===== config.mk =====
export PLATFORM = sky130hd
export DESIGN_NAME = hazard_ctrl
export DESIGN_NICKNAME = d
export VERILOG_FILES = /design/src/rtl/pipe_pkg.sv /design/src/rtl/hazard_mc_timer.sv /design/src/rtl/hazard_ctrl.sv
export SDC_FILE = /design/constraint.sdc
export NUM_CORES = 1
export LEC_CHECK = 0
export BUFFER_PORTS_ARGS = -buffer_cell sky130_fd_sc_hd__buf_4
export CORE_ASPECT_RATIO = 2
export CORE_MARGIN = 5
export CORE_UTILIZATION = 27
export CTS_CLUSTER_SIZE = 24
export DETAILED_ROUTE_END_ITERATION = 10
export GPL_TIMING_DRIVEN = 0
export PLACE_DENSITY_LB_ADDON = 0.15
export REMOVE_ABC_BUFFERS = 1
export SLEW_MARGIN = 40
export SYNTH_ARGS = -nofsm -noshare
export SYNTH_HDL_FRONTEND = slang
export SYNTH_SLANG_ARGS = --single-unit

===== constraint.sdc =====
create_clock -name clk -period 2 [get_ports clk]
set_clock_uncertainty 0.05 [all_clocks]
set_input_delay 0.1 -clock clk [delete_from_list [all_inputs] [get_ports clk]]
set_output_delay 0.1 -clock clk [all_outputs]
set_load 0.02 [all_outputs]

===== src/rtl/pipe_pkg.sv =====
// Shared pipeline definitions for the 5-stage core.
// Result-select codes, register index width and hazard FSM states.
package pipe_pkg;

  localparam int unsigned REG_AW = 5;

  localparam logic [1:0] RESULT_MEM = 2'b01;

  typedef enum logic {
    MC_IDLE = 1'b0,
    MC_BUSY = 1'b1
  } mc_state_t;

endpackage


===== src/rtl/hazard_mc_timer.sv =====
// Multi-cycle Decode occupancy timer.
// Counts a multi-cycle op down in BUSY; abort drops it without done.
module hazard_mc_timer
  import pipe_pkg::*;
#(
  parameter int unsigned MC_LAT = 4
) (
  input  logic clk,
  input  logic reset,
  input  logic start,
  input  logic abort,
  output logic busy,
  output logic last,
  output logic done
);

  localparam logic [7:0] LAT_M1 = 8'(MC_LAT - 1);

  mc_state_t  state;
  mc_state_t  state_nxt;
  logic [7:0] cnt;
  logic [7:0] cnt_nxt;

  always_ff @(posedge clk) begin
    if (!reset) begin
      state <= MC_IDLE;
      cnt   <= '0;
    end else begin
      state <= state_nxt;
      cnt   <= cnt_nxt;
    end
  end

  assign busy = (state == MC_BUSY);
  assign last = busy && (cnt == 8'd1);

  always_comb begin
    state_nxt = state;
    cnt_nxt   = cnt;
    done      = 1'b0;
    unique case (state)
      MC_IDLE: begin
        if (start) begin
          state_nxt = MC_BUSY;
          cnt_nxt   = LAT_M1;
        end
      end
      MC_BUSY: begin
        // A redirect means the op is wrong-path: no release pulse.
        if (abort) begin
          state_nxt = MC_IDLE;
          cnt_nxt   = '0;
        end else if (cnt == 8'd1) begin
          state_nxt = MC_IDLE;
          cnt_nxt   = '0;
          done      = 1'b1;
        end else begin
          cnt_nxt = cnt - 8'd1;
        end
      end
      default: begin
        state_nxt = MC_IDLE;
        cnt_nxt   = '0;
      end
    endcase
  end

endmodule


===== src/rtl/hazard_ctrl.sv =====
// Pipeline hazard controller: load-use, redirect and multi-cycle stalls.
// Drives IF/ID and ID/EX stall/flush plus a stall-cycle counter.
module hazard_ctrl
  import pipe_pkg::*;
#(
  parameter int unsigned MC_LAT = 4,
  parameter int unsigned CNT_W  = 32
) (
  input  logic              clk,
  input  logic              reset,
  input  logic [REG_AW-1:0] Rs1D,
  input  logic [REG_AW-1:0] Rs2D,
  input  logic [REG_AW-1:0] RdE,
  input  logic [1:0]        ResultSrcE,
  input  logic              PCSrcE,
  input  logic              McOpD,
  output logic              StallF,
  output logic              StallD,
  output logic              FlushD,
  output logic              FlushE,
  output logic              McBusy,
  output logic              McDoneD,
  output logic [CNT_W-1:0]  StallCount
);

  logic             lw_stall;
  logic             mc_go;
  logic             mc_stall;
  logic             stall;
  logic             busy;
  logic             last;
  logic             done;
  logic [CNT_W-1:0] stall_cnt;

  assign lw_stall = (ResultSrcE == RESULT_MEM)
                 && (RdE != '0)
                 && ((RdE == Rs1D) || (RdE == Rs2D));

  // Redirect and load-use both hold the op back from starting.
  assign mc_go = McOpD && !lw_stall && !PCSrcE;

  hazard_mc_timer #(
    .MC_LAT (MC_LAT)
  ) u_timer (
    .clk   (clk),
    .reset (reset),
    .start (mc_go),
    .abort (PCSrcE),
    .busy  (busy),
    .last  (last),
    .done  (done)
  );

  assign mc_stall = (!busy && mc_go)
                 || (busy && !last && !PCSrcE);

  assign stall = (lw_stall && !PCSrcE) || mc_stall;

  always_ff @(posedge clk) begin
    if (!reset) begin
      stall_cnt <= '0;
    end else if (stall) begin
      stall_cnt <= stall_cnt + 1'b1;
    end
  end

  always_comb begin
    StallF     = 1'b0;
    StallD     = 1'b0;
    FlushD     = 1'b0;
    FlushE     = 1'b0;
    McBusy     = 1'b0;
    McDoneD    = 1'b0;
    StallCount = '0;
    if (reset) begin
      StallF     = stall;
      StallD     = stall;
      FlushD     = PCSrcE;
      FlushE     = stall || PCSrcE;
      McBusy     = busy;
      McDoneD    = done;
      StallCount = stall_cnt;
    end
  end

endmodule


==> results list, run 1 <==
* Setup repair after global routing missed its margin: yes
- CTS Hold Buffers Added: 0
* Total wirelength of the detailed-routed design: 7546 µm
* Ports: 59
- Internal power: 1488 µW
- Summed over all instances, the cell type with the most area after synthesis is sky130_fd_sc_hd__dfxtp_1.
- The cell area that synthesis handed to floorplanning was 0.002447 mm².
- The critical path is of the register to primary output type.
* Antenna diode count: 0
* Post-route DRC violation count: 0
- The worst register-to-register path has a setup slack of -0.02 ns.
- In this run, the clock network consumes 43.4% of the power.
* Net switching power: 502.4 µW
- Routed wirelength normalized by instance count: 15.85 µm
* Area share of the leading cell type in the synthesized netlist: 33.54%
- Clock tree buffer depth: 2
- Min cycle time layout: 2.056 ns
- STA puts the critical path data required time at 1.85 ns.
- Final std cell area, no fill: 0.003567 mm²
* Maximum number of pins on one net before global-route repair: 42
- Clock tree synthesis found a total of 41 sinks.
- Each instance of the synthesized netlist takes up on average 8.131 µm².
- Antenna Violating Nets Remaining: 0
- Dpl hpwl: 5053 µm
* Nets: 397
- The floorplan step set the die height to 144.6 µm.
- In the final layout, the multi-input gates occupy 0.001788 mm².
* Post-synthesis sequential area ratio: 33.54%
- The tree is rooted in a sky130_fd_sc_hd__clkbuf_16.
- Die outline width: 77.32 µm
* First-pass GRT wire length: 11,490 µm
* Area after DPL: 0.002953 mm²
* Number of buffers added by the clock tree synthesis step: 5
- Final setup vio count: 8
- The sequential cells in the finished layout cover a total of 850.8 µm².
* Clock slew seen by the registers of the worst setup and hold paths: 0.06 ns
- The detailed router placed 2,419 vias in this run.
- Failing checks: negative setup slack
- Post-synth ARST share: 0%
* Share of the synthesized area in compound gates (AO/OA/AOI/OAI): 9.100%
* Number of synthesized register bits: 41
* Overflow after GRT: 0
- Post-synthesis instance total: 301
- Most frequent cells after synthesis: sky130_fd_sc_hd__dfxtp_1 (41), sky130_fd_sc_hd__nor2_1 (41), sky130_fd_sc_hd__and2_1 (32)
- The clock tree synthesis step divided the H-tree into 2 levels.
- Number of buffers inserted by port buffering: 58
- Detailed router's first-iteration violation count: 82
* Placeable core region: 0.008951 mm²
- Sequential cells account for 42.6% of the total power.
- Dividing the final minimum period by the clock period gives 102.8%.
- CP Max Fanout: 4
- Per report_power, the combinational group accounts for 14.1% of the total.
* Result of the run: complete, but fails checks
- Proportion of layout cells with a drive suffix above 1: 43.05%
- By area, the combinational part of the netlist is dominated by simple AND/OR/NAND/NOR gates.
* Mux share of post-synthesis cell area: 10.58%
* First-pass iteration count of the detailed router: 4
- The count of endpoints failing hold in the final timing report is 0.
- Transition time of the tightest slew-check pin: 0.7945 ns
* Max-slew headroom at the worst pin: 47.03%
- Full die area: 0.01118 mm²
- The netlist uses 45 different library cells.
* Number of maximum-capacitance constraint violations: 0
* Number of core rows: 49
- Via count of the first global-routing pass: 2,358
* Final Max Tran Viols: 0
* Arrival time at the worst endpoint: 1.91 ns
- Startpoint class of the critical path: register
* CP endpoint kind: primary output
* Cell types with the largest area share after synthesis: sky130_fd_sc_hd__dfxtp_1 (34%), sky130_fd_sc_hd__mux2_2 (10%), sky130_fd_sc_hd__and2_1 (8.2%)
- The number of antenna violations at the first check in global routing was 0.
- The tightest hold path in the finished design has a slack of 0.1209 ns.
* Synthesized-area fraction occupied by xor and xnor cells: 4.294%
* Highest attainable clock frequency: 486.3 MHz
- Summing internal, switching and leakage power gives 1990 µW.
* TritonCTS clock tree: yes
* Post-layout worst setup margin: -0.05640 ns
- In this run the static leakage power is 0.001536 µW.
- In this run the worst hold path is classified as input port to register.
- Skew-Pair Late Insertion Delay: 0.29 ns
- Fraction of power spent switching nets: 25.24%
- During synthesis, Yosys emitted a total of 0 warnings.
- Fill cells in the final layout number 935.
- The synthesized netlist devotes 37.01% of its cell area to simple gates.
- Tot GR Track Use: 13.01%
* Power per Cell Area: 558.0 mW/mm²
- The worst-case IR drop observed on VDD is 0.0004530 V.
* Area growth syn-to-layout: 45.76%
* Synth Flop Type: sky130_fd_sc_hd__dfxtp_1
* Count of flip-flops with a built-in enable after synthesis: 0
- Of the total synthesized cell area, the portion taken by full adders, half adders and majority gates is 1.534%.
* Starting Density: 27.34%
- The worst hold path was traced through 2 stages.
* Mean number of vias per cell: 5.082
- At the end of routability-driven placement, the weighted congestion stood at 0.7370.
* Worst-case reg-to-reg path depth: 8
## power groups by stage
stage | registers, µW | logic (µW) | clock network, µW
after floorplan | 858 | 124 | 0
after global placement | 862 | 218 | 0
after detailed placement | 862 | 220 | 0
after CTS | 847 | 241 | 885
after global routing | 849 | 307 | 920
final | 847 | 280 | 863
## kinds of logic after synthesis
| group | Yosys count |
|---|---|
| and+or+nand+nor | 164 |
| DFF | 41 |
| AOI/OAI and AO/OA | 36 |
| muxes | 23 |
| buffers and inverters | 22 |
| xor gates and xnor gates | 12 |
| adders and majority gates | 3 |
## repair_timing
item                       CTS  global route
gates cloned                 1             0
setup buffers                8            12
gates resized for setup     31            39
pin swaps                    6             9
setup endpoints to repair   33            28
## area by class of cell
type	instances	share of cell area, %
Clock buffer	7	4.279
Clock inverter	1	0.1403
Inverter	7	0.7366
Multi-Input combinational cell	239	50.12
Sequential cell	41	23.85
Tap cell	102	3.578
Timing Repair Buffer	79	17.29
## state kept, by name, summed over array words and instances, names as in the netlist
name / count
u_timer.busy: 1
stall_cnt: 32
u_timer.cnt: 8
## worst max-delay path: stages (launching register included)
cell and delay, ns:
sky130_fd_sc_hd__dfxtp_2 0.33, sky130_fd_sc_hd__inv_2 0.08, sky130_fd_sc_hd__ha_4 0.12, sky130_fd_sc_hd__nand4_1 0.13, sky130_fd_sc_hd__mux2_4 0.34, sky130_fd_sc_hd__a21oi_4 0.22, sky130_fd_sc_hd__nor2_2 0.08, sky130_fd_sc_hd__o21a_1 0.18
sky130_fd_sc_hd__buf_6 0.13
## cells in the final DEF (no fill, tap or decap), types with 3 or more instances in the layout
cell type,synthesis,layout
sky130_fd_sc_hd__o31ai_1,4,4
sky130_fd_sc_hd__nand2_1,26,25
sky130_fd_sc_hd__a21oi_1,5,5
sky130_fd_sc_hd__clkbuf_16,0,5
sky130_fd_sc_hd__nand4b_1,6,6
sky130_fd_sc_hd__inv_1,7,5
sky130_fd_sc_hd__and2_1,32,32
sky130_fd_sc_hd__xnor2_1,10,10
sky130_fd_sc_hd__buf_4,1,75
sky130_fd_sc_hd__mux2_2,22,15
sky130_fd_sc_hd__dfxtp_1,41,21
sky130_fd_sc_hd__buf_6,1,3
sky130_fd_sc_hd__and3_1,5,4
sky130_fd_sc_hd__nand4_1,7,7
sky130_fd_sc_hd__mux2_4,0,7
sky130_fd_sc_hd__or4_1,7,7
sky130_fd_sc_hd__nor3_1,7,6
sky130_fd_sc_hd__o21ai_0,14,14
sky130_fd_sc_hd__nand3_1,7,4
sky130_fd_sc_hd__o21a_1,3,3
sky130_fd_sc_hd__nor4_4,0,3
sky130_fd_sc_hd__a31oi_1,4,4
sky130_fd_sc_hd__nand2b_1,4,4
sky130_fd_sc_hd__nor2_1,41,38
sky130_fd_sc_hd__dfxtp_2,0,18
sky130_fd_sc_hd__nor4_2,0,4
## path summary, 6_finish.rpt
check / from / to
setup reg to reg: u_timer.cnt[1] / stall_cnt[12]
setup / recovery: u_timer.cnt[1] / FlushE
hold / removal: PCSrcE / stall_cnt[1]
hold reg to reg: u_timer.cnt[4] / u_timer.cnt[4]
## per-layer routing
metal	track usage [%]	vias up	wire [µm]
met1	12.78	1166	2979
met2	26.04	32	4272
met5	0	-	0
met3	2.431	8	186
li1	-	1213	-
met4	4.982	0	107
## metrics by stage
step | setup slack [ns] | setup TNS [ns] | instances | utilization [%]
2_1_floorplan | -0.08578 | -0.5394 | 286 | -
3_3_place_gp | -0.5959 | -14.96 | 446 | 32.85
3_5_place_dp | -0.4581 | -7.194 | 447 | 32.99
4_1_cts | -0.02085 | -0.1859 | 464 | 36.78
5_1_grt | -0.1250 | -1.477 | 476 | 39.85
6_report | -0.05640 | -0.1511 | 476 | 39.85
Note: power is estimated with default switching activity, not from simulation.
==> run 2: changes to the inputs <==
Settings changed: BUFFER_PORTS_ARGS -buffer_cell sky130_fd_sc_hd__buf_4 to not set, DONT_BUFFER_PORTS set to 1.
==> results list, run 2 (synthesized netlist as in run 1, its figures left out) <==
* Final std cell area, no fill: 0.003197 mm²
- Min cycle time layout: 2.015 ns
- Full die area: 0.01118 mm²
- For this design the total switching power over the nets is 465.4 µW.
* Final setup vio count: 4
- 0 antenna diodes ended up in the layout.
* Portion of the clock cycle consumed by the worst path in the final layout: 100.8%
- Classification of the worst-slack hold path: input port to register
- Summed over all layers, the routed wires come to 7615 µm.
* Final Max Tran Viols: 0
- At the pin with the least slew margin, the transition time is 0.7804 ns.
- The number of antenna violations at the first check in global routing came to 0.
- In this run, the combinational gates consume 12.3% of the power.
- CP Max Fanout: 7
- Internal power: 1417 µW
- Number of core rows: 49
* Highest attainable clock frequency: 496.2 MHz
- Detailed routing inserted a total of 2,217 vias.
- TritonCTS clock tree: yes
- Fraction of power spent switching nets: 24.73%
- Once the floorplan was initialized, standard cells occupied 27.34% of the core.
- Per report_power, the sequential group accounts for 44.5% of the total.
- Count of clock tree sinks: 41
* Number of buffers inserted by port buffering: 0
- In this run the vertical extent of the chip is 144.6 µm.
* Via count of the first global-routing pass: 2,225
- After the first detailed-routing iteration, the DRC count stood at 115.
- The library cells used most frequently in the layout, excluding fill and tap cells, are sky130_fd_sc_hd__nor2_1 (38), sky130_fd_sc_hd__and2_1 (32), sky130_fd_sc_hd__nand2_1 (25), sky130_fd_sc_hd__dfxtp_1 (22), sky130_fd_sc_hd__buf_4 (20).
* Nets: 346
- Clock tree synthesis selected as its root buffer the cell sky130_fd_sc_hd__clkbuf_16.
- Arrival time at the worst endpoint: 2.13 ns
- Part of the total power dissipated in the clock network: 43.2%
- During I/O placement, the number of pins put on the boundary was 59.
- The first detailed-routing pass ran for 4 iterations.
- The worst register-to-register path begins at u_timer.cnt[1].
* Crit Path Category: register to register
* TNS Setup: -0.03830 ns
- Entering global routing, the biggest net connects 40 pins.
* Failing checks: negative setup slack
- Overflow after GRT: 0
- Once detailed placement completed, the half-perimeter wirelength came to 4913 µm.
* Area after DPL: 0.002522 mm²
* Skew-Pair Late Insertion Delay: 0.28 ns
* Worst VDD drop: 0.0004159 V
- In this run the static leakage power is 0.001269 µW.
- STA classifies the critical path endpoint as a register.
- The most critical setup path has its startpoint at u_timer.cnt[1].
* Placeable core region: 0.008951 mm²
* Proportion of layout cells with a drive suffix above 1: 32.61%
* Antenna Violating Nets Remaining: 0
- Tot GR Track Use: 13.42%
- Worst Path Required: 2.12 ns
- Leaving out fill and tap cells, the most frequent cell in the layout is sky130_fd_sc_hd__nor2_1.
* Routability-driven placement congestion ratio: 0.7513
* Post-layout worst setup margin: -0.01527 ns
- Startpoint class of the critical path: register
- In this run the tightest slew margin relative to its limit is 47.97%.
- Clock slew seen by the registers of the worst setup and hold paths: 0.06 ns
- Mean number of vias per cell: 5.229
- Buffers inserted during clock tree synthesis total 5.
- Clock tree buffer depth: 2
- The run finished, with violations left.
* Number of levels the H-tree was split into: 2
* Final hold vios: 0
- For this design the ratio of total power to cell area is 588.8 mW/mm².
- Number of flip-flops in the largest register: 32
- Die outline width: 77.32 µm
- Register ranked first by flip-flop count: stall_cnt
* Area growth syn-to-layout: 30.62%
- After detailed routing, the number of remaining DRC violations is 0.
* Setup repair after global routing missed its margin: yes
- After detailed routing, the average wire length per cell comes to 17.96 µm.
- Across the run, the number of max-cap violations was 0.
- The first global-routing pass estimated 11,800 µm of wire.
- The worst hold path begins at PCSrcE.
## run 2: cell types whose count changed in the layout (fill, tap and decap cells not counted), moves of 2 or more
| cell | before | now |
|---|---|---|
| sky130_fd_sc_hd__buf_4 | 75 | 20 |
| sky130_fd_sc_hd__nor4_2 | 4 | 1 |
| sky130_fd_sc_hd__dlygate4sd3_1 | 0 | 2 |
| sky130_fd_sc_hd__and3_1 | 4 | 2 |
| sky130_fd_sc_hd__dfxtp_4 | 2 | 8 |
| sky130_fd_sc_hd__buf_6 | 3 | 6 |
| sky130_fd_sc_hd__nor4b_2 | 2 | 0 |
| sky130_fd_sc_hd__nor4_1 | 2 | 5 |
| sky130_fd_sc_hd__and3_4 | 1 | 3 |
| sky130_fd_sc_hd__dfxtp_2 | 18 | 11 |
## run 2: what timing repair did
item                                    CTS  global route
endpoints found under the setup margin   34            28
resized for setup                        42            38
hold buffers                              2             0
pin swaps                                 7             7
gates cloned                              1             0
hold endpoints to repair                  7             0
buffers inserted                         13            13
## run 2: power by group through the flow
stage | clock, µW | sequential [µW] | combinational, µW
after global routing | 876 | 839 | 254
after detailed placement | 0 | 862 | 159
after global placement | 0 | 862 | 155
final | 813 | 838 | 231
after floorplan | 0 | 858 | 124
after CTS | 848 | 843 | 210
## run 2: final cells by class
cell class	instances	area, µm²
clock buffers	7	142.6
fillers	929	5754
inverters	7	30.03
multi-input cells	239	1794
flip-flops and latches	41	864.6
well taps	102	127.6
repair buffers	28	237.7
## run 2: worst paths after layout
check / to / slack [ns] / depth (start not counted)
hold / removal: stall_cnt[2] / 0.03 / 2
setup / recovery: stall_cnt[28] / -0.02 / 8
setup reg to reg: stall_cnt[28] / -0.02 / 8
hold reg to reg: u_timer.cnt[4] / 0.45 / 1
## run 2: per-layer routing
metal,vias to the layer above,global-route usage [%],wire [µm],part of all wire (%)
li1,1123,-,-,-
met4,0,6.250,228,3.0
met3,12,3.304,338,4.4
met1,1044,13.71,2818,37
met5,-,0,0,0
met2,38,25.11,4229,56
## run 2: worst max-delay path, stage by stage, from the launching register on
cell and delay [ns]:
sky130_fd_sc_hd__dfxtp_2 0.32, sky130_fd_sc_hd__inv_2 0.07, sky130_fd_sc_hd__ha_4 0.12, sky130_fd_sc_hd__nand4_1 0.11, sky130_fd_sc_hd__mux2_4 0.34, sky130_fd_sc_hd__a21oi_4 0.29
sky130_fd_sc_hd__buf_6 0.16, sky130_fd_sc_hd__nand4b_1 0.13, sky130_fd_sc_hd__mux2_4 0.31
## run 2: stage by stage
stage	instances	worst slack [ns]	hold slack, ns	total power (µW)	utilization (%)
floorplan	286	-0.08578	0.1508	982.1	-
global placement	388	-0.6311	0.1538	1017	27.98
detailed placement	389	-0.6335	0.1592	1022	28.18
CTS	412	-0.05777	0.02182	1901	33.00
global route	424	-0.08950	0.03187	1969	35.71
finish	424	-0.01527	0.03257	1882	35.71
